===== config.mk =====
export PLATFORM = sky130hd
export DESIGN_NAME = ddr3_app_cmd_arbiter
export DESIGN_NICKNAME = d
export VERILOG_FILES = /design/src/rtl/ddr3_app_cmd_arbiter_pkg.sv /design/src/rtl/ddr3_app_cmd_arbiter_credit.sv /design/src/rtl/ddr3_app_cmd_arbiter.sv
export SDC_FILE = /design/constraint.sdc
export NUM_CORES = 1
export LEC_CHECK = 0
export ABC_AREA = 0
export CAP_MARGIN = 20
export CORE_UTILIZATION = 25
export CTS_CLUSTER_SIZE = 30
export DETAILED_ROUTE_END_ITERATION = 16
export PLACE_DENSITY = 0.59
export SETUP_SLACK_MARGIN = 0.1
export SYNTH_ARGS = -nofsm -noshare
export SYNTH_HDL_FRONTEND = slang
export SYNTH_HIERARCHICAL = 1
export SYNTH_SLANG_ARGS = --single-unit

===== constraint.sdc =====
create_clock -name clk -period 4 [get_ports clk]
set_input_delay 1 -clock clk [delete_from_list [all_inputs] [get_ports clk]]
set_output_delay 1 -clock clk [all_outputs]
set_load 0.1 [all_outputs]

===== src/rtl/ddr3_app_cmd_arbiter_pkg.sv =====
// Shared definitions for the DDR3 application command arbiter: MIG command
// encodings and the one-hot arbitration state.
package ddr3_app_cmd_arbiter_pkg;

    localparam logic [2:0] DDR3_CMD_WRITE = 3'b000;
    localparam logic [2:0] DDR3_CMD_READ  = 3'b001;

    localparam int ARB_IDLE_IDX = 0;
    localparam int ARB_WR_IDX   = 1;
    localparam int ARB_RD_IDX   = 2;

    typedef enum logic [2:0] {
        ARB_IDLE   = 3'b001 << ARB_IDLE_IDX,
        ARB_WR_OWN = 3'b001 << ARB_WR_IDX,
        ARB_RD_OWN = 3'b001 << ARB_RD_IDX
    } arb_state_t;

endpackage


===== src/rtl/ddr3_app_cmd_arbiter_credit.sv =====
// Outstanding-read credit counter: counts read commands accepted by the MIG
// and not yet returned; flags a data_end that arrives with nothing outstanding.
module ddr3_rd_credit_cntr #(
    parameter int MAX_RD_OUT = 32,
    parameter int CNT_W      = 7
) (
    input  logic             clk,
    input  logic             reset,
    input  logic             inc,
    input  logic             dec,
    output logic [CNT_W-1:0] count,
    output logic             at_max,
    output logic             underflow_err
);

    localparam logic [CNT_W-1:0] MAX_CNT = CNT_W'(MAX_RD_OUT);

    always_ff @(posedge clk) begin
        if (reset) begin
            count         <= '0;
            underflow_err <= 1'b0;
        end else begin
            if (dec && (count == '0))
                underflow_err <= 1'b1;
            if (inc && !dec && (count != MAX_CNT))
                count <= count + 1'b1;
            else if (dec && !inc && (count != '0))
                count <= count - 1'b1;
        end
    end

    assign at_max = (count >= MAX_CNT);

endmodule


===== src/rtl/ddr3_app_cmd_arbiter.sv =====
// Shares the MIG command port between the fill write controller and the readout
// request engine: write priority, bounded run lengths, capped outstanding reads.
module ddr3_app_cmd_arbiter
    import ddr3_app_cmd_arbiter_pkg::*;
#(
    parameter int ADDR_W     = 26,
    parameter int WR_MAX_RUN = 64,
    parameter int RD_MAX_RUN = 16,
    parameter int MAX_RD_OUT = 32,
    parameter int CNT_W      = 7
) (
    input  logic              clk,
    input  logic              reset,
    input  logic              init_calib_done,
    input  logic              wr_req_en,
    input  logic [ADDR_W-1:0] wr_req_addr,
    output logic              wr_req_rdy,
    input  logic              rd_req_en,
    input  logic [ADDR_W-1:0] rd_req_addr,
    output logic              rd_req_rdy,
    output logic              app_en,
    output logic [2:0]        app_cmd,
    output logic [ADDR_W-1:0] app_addr,
    input  logic              app_rdy,
    input  logic              app_rd_data_end,
    output logic [CNT_W-1:0]  rd_outstanding,
    output logic              grant_wr,
    output logic              grant_rd,
    output logic              rd_underflow_err
);

    localparam logic [CNT_W-1:0] WR_RUN_LAST = CNT_W'(WR_MAX_RUN - 1);
    localparam logic [CNT_W-1:0] RD_RUN_LAST = CNT_W'(RD_MAX_RUN - 1);
    localparam logic [CNT_W-1:0] RD_OUT_LAST = CNT_W'(MAX_RD_OUT - 1);

    arb_state_t       state;
    logic [CNT_W-1:0] run_cnt;
    logic             rd_prio;
    logic             accept;
    logic             rd_at_max;
    logic             rd_ok;

    assign grant_wr   = state[ARB_WR_IDX];
    assign grant_rd   = state[ARB_RD_IDX];
    assign accept     = app_en & app_rdy;
    assign wr_req_rdy = grant_wr & accept;
    assign rd_req_rdy = grant_rd & accept;
    assign rd_ok      = rd_req_en & ~rd_at_max;

    // Command mux is combinational so the owner's request reaches the MIG in the same cycle.
    always_comb begin
        app_en   = 1'b0;
        app_cmd  = DDR3_CMD_WRITE;
        app_addr = '0;
        case (state)
            ARB_WR_OWN: begin
                app_en   = wr_req_en;
                app_addr = wr_req_addr;
            end
            ARB_RD_OWN: begin
                app_en   = rd_req_en;
                app_cmd  = DDR3_CMD_READ;
                app_addr = rd_req_addr;
            end
            default: ;
        endcase
    end

    always_ff @(posedge clk) begin
        if (reset) begin
            state   <= ARB_IDLE;
            run_cnt <= '0;
            rd_prio <= 1'b0;
        end else if (!init_calib_done) begin
            state <= ARB_IDLE;
        end else begin
            case (state)
                ARB_IDLE: begin
                    if (rd_prio && rd_ok) begin
                        state   <= ARB_RD_OWN;
                        run_cnt <= '0;
                        rd_prio <= 1'b0;
                    end else if (wr_req_en) begin
                        state   <= ARB_WR_OWN;
                        run_cnt <= '0;
                    end else if (rd_ok) begin
                        state   <= ARB_RD_OWN;
                        run_cnt <= '0;
                        rd_prio <= 1'b0;
                    end
                end
                ARB_WR_OWN: begin
                    if (!wr_req_en) begin
                        state <= ARB_IDLE;
                    end else if (accept) begin
                        if (run_cnt != WR_RUN_LAST)
                            run_cnt <= run_cnt + 1'b1;
                        // A full write run only yields when a read is actually waiting.
                        if ((run_cnt == WR_RUN_LAST) && rd_req_en) begin
                            state   <= ARB_IDLE;
                            rd_prio <= 1'b1;
                        end
                    end
                end
                ARB_RD_OWN: begin
                    if (!rd_req_en) begin
                        state <= ARB_IDLE;
                    end else if (accept) begin
                        if (run_cnt != RD_RUN_LAST)
                            run_cnt <= run_cnt + 1'b1;
                        if ((run_cnt == RD_RUN_LAST) || (rd_outstanding == RD_OUT_LAST))
                            state <= ARB_IDLE;
                    end
                end
                default: state <= ARB_IDLE;
            endcase
        end
    end

    ddr3_rd_credit_cntr #(
        .MAX_RD_OUT (MAX_RD_OUT),
        .CNT_W      (CNT_W)
    ) u_rd_credit (
        .clk           (clk),
        .reset         (reset),
        .inc           (rd_req_rdy),
        .dec           (app_rd_data_end),
        .count         (rd_outstanding),
        .at_max        (rd_at_max),
        .underflow_err (rd_underflow_err)
    );

endmodule


# Word-level counts from Yosys, hierarchy flattened
# Index checks and enable logic that the tools add are counted.
# W data, S select, Z words.
classes:
  add_sub_neg: 3
  magnitude_cmp: 1
  n_eq_ne: 23
  mux: 32
  n_bitwise: 6
  reduce_logical: 19
op_table:
  columns: ["op", "n"]
  rows:
  - ["$mux W7", 11]
  - ["$pmux W26 S2", 1]
  - ["$mux W3", 9]
  - ["$pmux W7 S3", 1]
  - ["$ne A3 B3 Y1 const B", 6]
  - ["$add A7 B1 Y7 const B", 2]
  - ["$ne A2 B2 Y1 const B", 7]
  - ["$ne A7 B6 Y1 const B", 2]
  - ["$pmux W3 S3", 1]
  - ["$reduce_and A9 Y1", 1]
  - ["$eq A7 B4 Y1 const B", 1]
  - ["$eq A7 B5 Y1 const B", 1]
  - ["$eq A7 B6 Y1 const B", 1]
  - ["$ge A7 B6 Y1 const B", 1]
  - ["$logic_and A1 B1 Y1", 7]
  - ["$logic_not A7 Y1", 1]
  - ["$mux W1", 7]
  - ["$ne A7 B4 Y1 const B", 1]
  - ["$reduce_and A7 Y1", 1]
  - ["$reduce_bool A7 Y1", 1]
  - ["$sub A7 B1 Y7 const B", 1]
  - ["$reduce_and A5 Y1", 1]
  - ["$and A1 B1 Y1", 4]
  - ["$ne A4 B4 Y1 const B", 1]
  - ["other kinds (10)", 14]
word_totals:
  register_bits: 19
  out_inout_bits: 42
  elab_cells: 89

# Depth between registers and ports, before layout
logic_depth:
  depth_word: 9
  ltp_mapped: 13
  ltp_nobuf: 13

# Modules after synthesis
# Netlist, hierarchy kept.
by_module_without_submodules:
  columns: ["mod", "instances", "cells_each", "area_each_um2", "seq_area_each_um2"]
  rows:
  - ["ddr3_app_cmd_arbiter", 1, 132, 1026.0, 220.2]
  - ["ddr3_rd_credit_cntr", 1, 68, 610.6, 160.2]

# Least setup slack after synthesis
# OpenSTA, ideal clock, no wires.
synth_timing:
  kind: "reg-to-reg"
  from: "register state[1]"
  to: "register u_rd_credit.count[5]"
  setup_ps: 101
  arrival_time_ps: 5805
  required_ps: 3899
  path_slack_ps: -1906
  stages_incl_launch_ff: 14
  path_buffers: 0
  cell_sequence: "dfxtp_1 inv_1 or3_2 a21oi_1 and3_2 inv_1 a311oi_4 inv_1 ha_1 a21oi_1 a21boi_1 o21a_1 o21a_1 o41ai_1"
synth_via:
  elab_chain_cells: 8
  elab_cells_between_ends: 12
synth_rtl:
  columns: ["item", "line_no", "source"]
  rows:
  - ["start: declaration", "ddr3_app_cmd_arbiter.sv:36", "arb_state_t state;"]
  - ["start signal: assignment", "ddr3_app_cmd_arbiter.sv:71", "state <= ARB_IDLE;"]
  - ["start signal: assignment", "ddr3_app_cmd_arbiter.sv:75", "state <= ARB_IDLE;"]
  - ["start signal: assignment", "ddr3_app_cmd_arbiter.sv:80", "state <= ARB_RD_OWN;"]
  - ["$eq A3 B3 Y1 or $eq A3 B2 Y1 (tied branches)", "ddr3_app_cmd_arbiter.sv:55", "case (state)"]
  - ["$pmux W1 S2 (*)", "ddr3_app_cmd_arbiter.sv:55", null]
  - ["named net app_en", "ddr3_app_cmd_arbiter.sv:21", "output logic app_en,"]
  - ["$and A1 B1 Y1 (*)", "ddr3_app_cmd_arbiter.sv:45", "assign accept = app_en & app_rdy;"]
  - ["$and A1 B1 Y1 (*)", "ddr3_app_cmd_arbiter.sv:47", "assign rd_req_rdy = grant_rd & accept;"]
  - ["named net rd_req_rdy", "ddr3_app_cmd_arbiter.sv:20", "output logic rd_req_rdy,"]
  - ["$logic_not A1 Y1", "ddr3_app_cmd_arbiter_credit.sv:27", "else if (dec && !inc && (count != '0))"]
  - ["$logic_and A1 B1 Y1 (2 in a row)", "ddr3_app_cmd_arbiter_credit.sv:27", null]
  - ["$reduce_bool A2 Y1 (no line)", null, null]
  - ["end signal: assignment", "ddr3_app_cmd_arbiter_credit.sv:26", "count <= count + 1'b1;"]
  - ["end signal: assignment", "ddr3_app_cmd_arbiter_credit.sv:28", "count <= count - 1'b1;"]
  - ["end: declaration", "ddr3_app_cmd_arbiter_credit.sv:11", "output logic [CNT_W-1:0] count,"]
# The timed path passes the listed nets; every way through them passes the cells marked *.
# A chain may end at the register's enable or synchronous reset.

# Final worst setup path
layout_timing:
  from: "input port wr_req_en"
  to: "register u_rd_credit.count[5]"
layout_via:
  elab_chain_cells: 7
  elab_cells_between_ends: 10
layout_rtl:
  columns: ["item", "line_no", "source"]
  rows:
  - ["start: declaration", "ddr3_app_cmd_arbiter.sv:15", "input logic wr_req_en,"]
  - ["$pmux W1 S2 (*)", "ddr3_app_cmd_arbiter.sv:55", null]
  - ["$and A1 B1 Y1 (*)", "ddr3_app_cmd_arbiter.sv:45", null]
  - ["$and A1 B1 Y1 (*)", "ddr3_app_cmd_arbiter.sv:47", null]
  - ["$logic_not A1 Y1", "ddr3_app_cmd_arbiter_credit.sv:27", null]
  - ["$logic_and A1 B1 Y1 (2 in a row)", "ddr3_app_cmd_arbiter_credit.sv:27", null]
  - ["$reduce_bool A2 Y1 (no line)", null, null]
# Mark *: on every way between the ends. The rest lies on a longest branch, timed or not.

==> results.toml <==
[run_status]
outcome = "finished clean"

[timing]
slew_headroom = 0.354
finalClockSkew_ns = 0.00238
fin_tns_setup_ns = 0
min_period_over_period = 0.915
min_period_ns = 3.66
setup_viol_count_final = 0
rsz0062_at_grt = "false"
timing_worst_slew_pin_value_ns = 0.966
timing.final.hold_violations = 0
finalHoldWorstSlack_ns = 0.479
pins_over_slew_limit = 0
clock.fmax_ghz = 0.273

[routing]
route.antenna.remaining_nets = 0
drt_wl_total_mm = 5.01
via_count = 1908
avgViaCountPerCell = 5.10
drc = 0
drt-wirelength-per-cell_um = 13.4
drt_iter0_markers = 68
detailedRoute.firstPassIterationCount = 4

[setup_path]
start_to_end_type_of_the_worst_setup_path = "input pin to flop"
crit_path_end = "u_rd_credit/count[5]"
worst_path_required_ns = 4.16
reg2reg_depth = 13
crit_fanout = 6
critical_path.startpoint_type = "input pin"
cp.arrival_ns = 3.82
ff2ff_setup_slack_ns = 1.16
critPathCaptureType = "flop"
worst_setup_path_startpoint = "wr_req_en"
r2r_path_end = "u_rd_credit/count[5]"
r2r_start = "state[1]"

[clocking]
max-clock-path-buffers = 2
clkSlewWorstSetupHoldPaths_ns = 0.07
post_cts_resize_count = 0
cts_num_sinks = 19
post_cts_hold_buffer_count = 0
htree_levels = 1
cts-root-buf = "sky130_fd_sc_hd__clkbuf_8"
clk-insertion-delay-late_ns = 0.26
cts_made_buffers = 3
cts_setup_buffers = 0
cts_tree = "done"

[power]
seq_power_share = 0.230
power.switching_fraction = 0.526
net_sw_power_uw = 711
part_of_the_power_in_combinational_logic = 0.668
proportion_of_power_drawn_by_the_clock_network = 0.102
total_power_uw = 1350
power.density_mw_per_mm2 = 485
p_int_uw = 642
vdd.ir_drop.worst_uv = 450
total_leakage_power_uw = 0.00109

[global_routing]
grt_start_max_net_pins = 31
grt_pass1_wl_mm = 8.47
grt_overflow_total = 0
grt_pass1_vias = 1864
number_of_antenna_violations_at_the_first_check_in_global_routing = 0
track_usage = 0.146

[logic_synthesis]
distinct_cell_type_count_of_the_synthesized_netlist = 57
synth.area.top_cells = "sky130_fd_sc_hd__dfxtp_1 23%, sky130_fd_sc_hd__a22o_1 14%, sky130_fd_sc_hd__ha_1 5.4%"
yosys.area.top_type_share = 0.232
synth_warnings = 6
number_of_instances_in_the_synthesized_netlist = 200
ys_seq_area_frac = 0.232
yosys.area.top_type = "sky130_fd_sc_hd__dfxtp_1"
synth.cell_area_mm2 = 0.00164
number_of_register_bits_inferred_by_synthesis = 19
syn_area_per_cell_um2 = 8.18

[place]
dpl.cell_count = 370
gp_congestion = 0.735
dpl-instance-area_mm2 = 0.00275
detailed_placement_wirelength_estimate_mm = 3.92
io_buffer_count = 98

[die]
core_area_mm2 = 0.00635
die-width_um = 82.9
i_o_pins = 101
rows = 29
die_height_um = 82.9
effective_utilization_at_floorplan = 0.258
die_area_mm2 = 0.00687

[layout]
areaGrowthSynthToFinish_pct = 70.5
final-instance-count-excl-fill = 374
ant_cells = 0
nets = 365
finish.instance_area_mm2 = 0.00279
drive_above_1_share = 0.215

[hold_path]
hold_path.class = "flop to flop"
hold_path.startpoint = "u_rd_credit/underflow_err"

[run]
maxCapViolCount = 0
-- power groups by stage --
stage / sequential (µW) / combinational [µW] / clock [µW]
after floorplan: 561 / 439 / 0
after global placement: 317 / 900 / 0
after detailed placement: 316 / 900 / 0
after CTS: 312 / 905 / 144
after global routing: 320 / 963 / 149
final: 311 / 904 / 138
-- layout by cell type, fill, tap and decap left out, types with 5 or more instances in the layout --
master,Yosys,final
sky130_fd_sc_hd__a21oi_1,14,12
sky130_fd_sc_hd__a22o_1,26,26
sky130_fd_sc_hd__buf_4,2,36
sky130_fd_sc_hd__clkdlybuf4s50_1,0,67
sky130_fd_sc_hd__dfxtp_1,19,18
sky130_fd_sc_hd__inv_1,8,5
sky130_fd_sc_hd__nand2_1,10,10
sky130_fd_sc_hd__nand3_1,9,9
sky130_fd_sc_hd__nor2_1,13,13
sky130_fd_sc_hd__nor3_1,5,5
sky130_fd_sc_hd__o21a_1,5,5
sky130_fd_sc_hd__o21ai_0,5,5
sky130_fd_sc_hd__o31ai_1,6,6
-- cell usage after synthesis, drive strengths merged --
cell / number
or4: 3
and2: 3
a21boi: 1
o21a: 5
a221oi: 1
o22ai: 1
a31oi: 2
and3: 3
a31o: 2
nand4bb: 1
a211o: 1
xnor2: 2
or3: 2
a311oi: 1
o31a: 1
o2111ai: 1
mux2i: 3
buf: 6
nand2: 10
or2b: 1
nand4: 1
nor2b: 4
o31ai: 6
clkbuf: 8
nor2: 14
o21ai: 6
xor2: 2
nand3b: 2
o211ai: 1
a22o: 26
conb: 1
a21oi: 15
inv: 8
or2: 3
fa: 1
a211oi: 1
nand2b: 3
nor3: 5
nand3: 9
nor4: 2
nor3b: 4
ha: 7
dfxtp: 19
o41ai: 2
-- worst min path at each step --
stage	to	cells after the start
final	u_rd_credit/underflow_err	2
after CTS	u_rd_credit/underflow_err	2
after global routing	run_cnt[3]	2
after floorplan	run_cnt[1]	2
after detailed placement	u_rd_credit/underflow_err	2
after global placement	u_rd_credit/underflow_err	2
-- routing by layer --
metal | vias to the layer above | track usage | wire length, µm
li1 | 950 | - | -
met5 | - | 0 | 0
met1 | 861 | 0.188 | 2300
met3 | 4 | 0.0209 | 327
met2 | 93 | 0.250 | 2330
met4 | 0 | 0.0439 | 53
-- state kept, by name, indices dropped and copies added (netlist names) --
name                       flops
run_cnt                        7
u_rd_credit/count              7
state                          3
rd_prio                        1
u_rd_credit/underflow_err      1
-- critical path: stages --
cell	delay [ns]
sky130_fd_sc_hd__clkdlybuf4s50_1	0.59
sky130_fd_sc_hd__inv_8	0.04
sky130_fd_sc_hd__or3_4	0.33
sky130_fd_sc_hd__a21oi_4	0.13
sky130_fd_sc_hd__and3_4	0.20
sky130_fd_sc_hd__inv_2	0.04
sky130_fd_sc_hd__a311oi_4	0.28
sky130_fd_sc_hd__inv_2	0.16
sky130_fd_sc_hd__ha_4	0.25
sky130_fd_sc_hd__a21oi_2	0.15
sky130_fd_sc_hd__a21boi_1	0.08
sky130_fd_sc_hd__o21a_1	0.19
sky130_fd_sc_hd__o21a_1	0.17
sky130_fd_sc_hd__o41ai_1	0.22
-- kinds of logic (layout without fill, tap and decap cells) --
logic type               count (synthesis)  in the layout  synth area share
AO/OA/AOI/OAI                           73             73             0.343
AND/OR/NAND/NOR                         70             70             0.253
buffers and inverters                   22            118            0.0642
flip-flops                              19             19             0.232
adder cells (fa/ha/maj)                  8              8            0.0657
XOR/XNOR                                 4              4            0.0214
multiplexers                             3              3            0.0183
other                                    1              2           0.00229
-- through the flow --
stage          utilization  worst slack [ns]
6_report             0.439             0.340
5_1_grt              0.439             0.179
4_1_cts              0.439             0.327
3_5_place_dp         0.432            0.0759
3_3_place_gp         0.432            0.0876
2_1_floorplan            -            -0.234
-- layout make-up --
cell class,count,area [µm²]
fillers,646,3560
repair buffers,106,1000
inverters,8,37.5
multi-input cells,160,1230
well taps,77,96.3
flip-flops and latches,19,382
clock buffers,4,45.0
No activity file was read; power rests on OpenSTA's default activity.
